==> src/rtl/muldiv_ctrl.sv <==
// Iterative mult/div unit with HI/LO registers and pipeline stall control.
// Ports: clk/rst, EX-stage decode + operands in; stall, busy, hilo_we, Hi_out, Lo_out out.
module muldiv_ctrl (
  input  logic        clk,
  input  logic        rst,
  input  logic        start,
  input  logic [5:0]  op_ex,
  input  logic [5:0]  func_ex,
  input  logic [31:0] busA_ex,
  input  logic [31:0] busB_ex,
  input  logic        xiaoc_ex,
  output logic        stall,
  output logic        busy,
  output logic        hilo_we,
  output logic [31:0] Hi_out,
  output logic [31:0] Lo_out
);

  localparam logic [1:0] S_IDLE = 2'd0;
  localparam logic [1:0] S_RUN  = 2'd1;
  localparam logic [1:0] S_FIX  = 2'd2;

  localparam logic [5:0] F_MULT  = 6'b011000;
  localparam logic [5:0] F_MULTU = 6'b011001;
  localparam logic [5:0] F_DIV   = 6'b011010;
  localparam logic [5:0] F_DIVU  = 6'b011011;
  localparam logic [5:0] F_MTHI  = 6'b010001;
  localparam logic [5:0] F_MTLO  = 6'b010011;
  localparam logic [5:0] F_MFHI  = 6'b010000;
  localparam logic [5:0] F_MFLO  = 6'b010010;

  logic [1:0]  state;
  logic [4:0]  cnt;
  logic [31:0] hi_acc;
  logic [31:0] lo_acc;
  logic [31:0] opb;
  logic        is_div;
  logic        neg_res;
  logic        neg_rem;
  logic        div0;

  logic is_r;
  logic d_mult, d_multu, d_div, d_divu;
  logic d_mthi, d_mtlo, d_mf;
  logic d_iter, d_any;
  logic live, go, mt_ok;

  assign is_r    = (op_ex == 6'b000000);
  assign d_mult  = is_r & (func_ex == F_MULT);
  assign d_multu = is_r & (func_ex == F_MULTU);
  assign d_div   = is_r & (func_ex == F_DIV);
  assign d_divu  = is_r & (func_ex == F_DIVU);
  assign d_mthi  = is_r & (func_ex == F_MTHI);
  assign d_mtlo  = is_r & (func_ex == F_MTLO);
  assign d_mf    = is_r & ((func_ex == F_MFHI) | (func_ex == F_MFLO));
  assign d_iter  = d_mult | d_multu | d_div | d_divu;
  assign d_any   = d_iter | d_mthi | d_mtlo | d_mf;

  assign live  = start & ~xiaoc_ex;
  assign go    = live & ~busy & d_iter;
  assign mt_ok = live & ~busy & (d_mthi | d_mtlo);

  // rst gates stall so a frozen pipeline is released during reset
  assign stall = ~rst & busy & live & d_any;

  // Operand conditioning: magnitudes for signed ops
  logic        sgn;
  logic        a_neg, b_neg;
  logic [31:0] a_abs, b_abs;

  assign sgn   = d_mult | d_div;
  assign a_neg = sgn & busA_ex[31];
  assign b_neg = sgn & busB_ex[31];
  assign a_abs = a_neg ? -busA_ex : busA_ex;
  assign b_abs = b_neg ? -busB_ex : busB_ex;

  // Multiply step: {hi_acc, lo_acc} shifts right, lo_acc holds multiplier
  logic [32:0] m_sum;
  assign m_sum = {1'b0, hi_acc} + (lo_acc[0] ? {1'b0, opb} : 33'd0);

  // Restoring divide step: hi_acc = partial remainder, lo_acc = dividend/quotient
  logic [32:0] d_sh;
  logic [32:0] d_diff;
  logic        d_ok;
  assign d_sh   = {hi_acc, lo_acc[31]};
  assign d_diff = d_sh - {1'b0, opb};
  assign d_ok   = ~d_diff[32];

  // Sign correction
  logic [63:0] prod;
  logic [63:0] prod_fix;
  logic [31:0] quo_fix;
  logic [31:0] rem_fix;
  assign prod     = {hi_acc, lo_acc};
  assign prod_fix = neg_res ? -prod : prod;
  assign quo_fix  = div0 ? 32'hFFFF_FFFF : (neg_res ? -lo_acc : lo_acc);
  // For a zero divisor the remainder is |dividend|, so this restores busA_ex
  assign rem_fix  = neg_rem ? -hi_acc : hi_acc;

  always_ff @(posedge clk) begin
    if (rst) begin
      state   <= S_IDLE;
      cnt     <= 5'd0;
      busy    <= 1'b0;
      hilo_we <= 1'b0;
      Hi_out  <= 32'd0;
      Lo_out  <= 32'd0;
      hi_acc  <= 32'd0;
      lo_acc  <= 32'd0;
      opb     <= 32'd0;
      is_div  <= 1'b0;
      neg_res <= 1'b0;
      neg_rem <= 1'b0;
      div0    <= 1'b0;
    end else begin
      hilo_we <= 1'b0;
      unique case (state)
        S_IDLE: begin
          if (go) begin
            state   <= S_RUN;
            busy    <= 1'b1;
            cnt     <= 5'd31;
            hi_acc  <= 32'd0;
            is_div  <= d_div | d_divu;
            neg_res <= a_neg ^ b_neg;
            neg_rem <= a_neg;
            div0    <= (d_div | d_divu) & (busB_ex == 32'd0);
            if (d_div | d_divu) begin
              lo_acc <= a_abs;
              opb    <= b_abs;
            end else begin
              lo_acc <= b_abs;
              opb    <= a_abs;
            end
          end else if (mt_ok) begin
            hilo_we <= 1'b1;
            if (d_mthi) Hi_out <= busA_ex;
            if (d_mtlo) Lo_out <= busA_ex;
          end
        end
        S_RUN: begin
          if (is_div) begin
            hi_acc <= d_ok ? d_diff[31:0] : d_sh[31:0];
            lo_acc <= {lo_acc[30:0], d_ok};
          end else begin
            hi_acc <= m_sum[32:1];
            lo_acc <= {m_sum[0], lo_acc[31:1]};
          end
          cnt <= cnt - 5'd1;
          if (cnt == 5'd0) state <= S_FIX;
        end
        S_FIX: begin
          state   <= S_IDLE;
          busy    <= 1'b0;
          hilo_we <= 1'b1;
          if (is_div) begin
            Lo_out <= quo_fix;
            Hi_out <= rem_fix;
          end else begin
            Hi_out <= prod_fix[63:32];
            Lo_out <= prod_fix[31:0];
          end
        end
        default: begin
          state <= S_IDLE;
          busy  <= 1'b0;
        end
      endcase
    end
  end

endmodule
==> config.mk <==
export PLATFORM = sky130hd
export DESIGN_NAME = muldiv_ctrl
export DESIGN_NICKNAME = d
export VERILOG_FILES = /design/src/rtl/muldiv_ctrl.sv
export SDC_FILE = /design/constraint.sdc
export NUM_CORES = 1
export LEC_CHECK = 0
export BUFFER_PORTS_ARGS = -buffer_cell sky130_fd_sc_hd__buf_2
export CORE_ASPECT_RATIO = 1.25
export CORE_MARGIN = 2
export CORE_UTILIZATION = 25
export DETAILED_ROUTE_END_ITERATION = 10
export PLACE_DENSITY = 0.38
export SYNTH_ARGS = -nofsm -noshare
export SYNTH_HDL_FRONTEND = slang
export SYNTH_SLANG_ARGS = --single-unit
==> constraint.sdc <==
create_clock -name clk -period 6.35 [get_ports clk]
set_input_delay 0.635 -clock clk [delete_from_list [all_inputs] [get_ports clk]]
set_output_delay 0.635 -clock clk [all_outputs]
set_load 0.01 [all_outputs]
==> results_dict.tcl <==
set metrics [dict create \
    fin_util_pct 28.7 \
    fp.dieW_um 220 \
    synth_cell_type_count 72 \
    postRouteAntennaNets 0 \
    cts_setup_buffers 0 \
    clk_latency_ns 0.48 \
    drc 0 \
    post_drt_wl_per_cell_um 24.4 \
    grt_pass1_vias 15200 \
    cts_buffer_depth 2 \
    crit_type "reg -> reg" \
    drt-total-wl_mm 68.7 \
    status "finished, final reports clean" \
    slew_headroom_pct 20.9 \
    yosysMostFrequentCell "nor2_1" \
    start_util_pct 25.4 \
    cts_resized 0 \
    syn_avg_cell_area_sq_um 7.21 \
    n_antenna_cell 0 \
    vias 15400 \
    synthFlopType "dfxtp_1" \
    finish.net_count 2211 \
    cp_slowest_cell "o21ai_2" \
    syn-cell-area_sq_um 14600 \
    finalHoldViolations 0 \
    grt-ovfl-total 0 \
    setup_tns_ns 0 \
    clock_skew_ns 0.0176 \
    yosys.area_share.simple_pct 21.1 \
    p_leak_nw 6.43 \
    power_density_nw_per_um2 146 \
    routabilityCongestion 0.934 \
    rsz0062_at_grt "false" \
    netlist_top_cells_count "241 x nor2_1, 222 x nand2_1, 204 x a21oi_1, 173 x dfxtp_1, 132 x clkbuf_1" \
    grtUsageTotal_pct 22.6 \
    firstDrtPassIters 8 \
    avgViaCountPerCell 5.46 \
    layout_setup_ws_ns 2.04 \
    hpwl_mm 53.4 \
    clock_sinks 173 \
    clkSlewWorstSetupHoldPaths_ns 0.07 \
    cts_made_buffers 17 \
    hold_ws_ns 0.452 \
    synth_top_area_share_pct 23.8 \
    grt_max_degree 76 \
    holdCritPathClass "reg -> reg" \
    synth_edf_count 0 \
    synthMuxAreaShare_pct 4.14 \
    die_h_um 274 \
    cp_slowest_stage_delay_ns 0.77 \
    period_needed_ns 4.31 \
    drive_above_1_share_pct 11.4 \
    timing.fmax_mhz 232 \
    synth_top_family_by_area "compound AO/OA/AOI/OAI gates" \
    synth_xor_area_share_pct 10.0 \
    core_area_sq_um 57400 \
    area_growth_pct 13.1 \
    slew_viol_final 0 \
    synth-async-reset-ratio_pct 0 \
    crit_chain "inv_1, ha_1, nand3b_1, nand4b_1, o21ai_2, a31oi_1, xnor2_1, a211oi_1, a21oi_1, nor2_1" \
    synth_top_area_cell "dfxtp_1" \
    finalSetupViolations 0 \
    cp_top_family "compound AO/OA/AOI/OAI gates" \
    drtIter0Drc 1148 \
    io_buffers 146 \
    root_buffer "clkbuf_16" \
    grt_pass1_wl_mm 101 \
    placed_area_sq_um 15900 \
    cp.arrival_ns 4.63 \
    worst_ep_required_time_ns 6.66 \
    pre_cts_ws_ns 2.08 \
    worst-path-buf-inv 1 \
    synth.area.top_cells "dfxtp_1 24%, a21oi_1 7.0%, nor2_1 6.2%" \
    cp_max_fo 19 \
    cts_tree "yes" \
    drv_cap 0 \
    final_design_area_no_fill_sq_um 16500 \
    period_share_pct 67.9 \
    die-area_sq_um 60200 \
    ctsHoldBuffers 0 \
    fillers 6377 \
    ios 147 \
    cts_htree_levels 4 \
    vdd_ir_drop_max_v 0.000194 \
    synthCells 2020 \
    syn_nets 2172 \
    rows 98 \
    synth_warnings 0 \
    synth_seq_area_share_pct 23.8 \
    ys_ff_latch 173 \
    start_kind "flip-flop" \
    grt_antenna_before_repair 2 \
    synth_fa_ha_area_share_pct 6.29 \
    synth_compound_area_share_pct 29.0 \
    tightest_slew_ns 1.18 \
    worstSetupEndpointType "flip-flop" \
]
==> state kept, by name, summed over array words and instances (netlist names) <==
name and cells:
Lo_out 32, div0 1, is_div 1, opb 32
state 2, neg_rem 1, Hi_out 32, neg_res 1
lo_acc 32, busy 1, cnt 5, hilo_we 1
hi_acc 32
==> through the flow <==
stage	std cells	power, mW
finish	2822	2.40
global route	2822	2.48
CTS	2822	2.43
detailed placement	2790	1.27
global placement	2790	1.27
floorplan	2020	1.18
==> worst min-delay path, stage by stage (launching register included) <==
cell and delay [ns]:
dfxtp_1 0.31, nand2_1 0.05, a21oi_1 0.05
==> where the power goes <==
part           internal (mW)  total (mW)  switching, mW
logic                 0.0461       0.163          0.117
registers               1.08        1.08       0.000517
clock network          0.623        1.15          0.530
==> layout make-up <==
| cell class | instances | area [sq um] | share of cell area (%) |
|---|---|---|---|
| Multi-Input combinational cell | 1634 | 10300 | 62.7 |
| Sequential cell | 173 | 3460 | 21.0 |
| Tap cell | 750 | 938 | 5.70 |
| Timing Repair Buffer | 167 | 891 | 5.41 |
| Clock buffer | 19 | 433 | 2.63 |
| Inverter | 66 | 248 | 1.50 |
| Clock inverter | 13 | 165 | 1.00 |
==> cell families (layout without fill, tap and decap cells) <==
kind of cell / after synthesis / in the layout
AO/OA/AOI/OAI: 655 / 655
XOR/XNOR: 167 / 167
adder cells (fa/ha/maj): 72 / 72
buffers and inverters: 213 / 265
flip-flops: 173 / 173
multiplexers: 60 / 60
AND/OR/NAND/NOR: 680 / 680
==> per-layer routing <==
| metal | up-vias | global-route usage, % | wire length (um) |
|---|---|---|---|
| met5 | - | 0 | 13 |
| li1 | 7401 | - | - |
| met4 | 2 | 8.95 | 2550 |
| met3 | 95 | 2.44 | 2450 |
| met2 | 427 | 40.7 | 35300 |
| met1 | 7495 | 27.2 | 28400 |
==> path summary, 6_finish.rpt <==
path / start / endpoint / slack [ns] / cells past startpoint
worst max-delay path: lo_acc[0] / Hi_out[16] / 2.04 / 10
worst min-delay path: Lo_out[31] / Lo_out[31] / 0.45 / 2
worst max register to register: lo_acc[0] / Hi_out[16] / 2.04 / 10
worst min register to register: Lo_out[31] / Lo_out[31] / 0.45 / 2
==> cell usage in the layout (no fill, tap or decap), types with 20 or more instances in the layout <==
master	n
a211oi_1	37
a21oi_1	204
a22oi_1	22
a311oi_1	21
buf_2	145
buf_4	22
dfxtp_1	172
ha_1	70
inv_1	66
mux2i_1	58
nand2_1	221
nand3_1	35
nor2_1	234
nor3_1	42
o211ai_1	36
o21ai_0	128
o221ai_1	27
o22ai_1	25
o31ai_1	28
or3_1	22
or4_1	20
xnor2_1	97
xor2_1	70
Note: power is estimated with default switching activity, not from simulation.
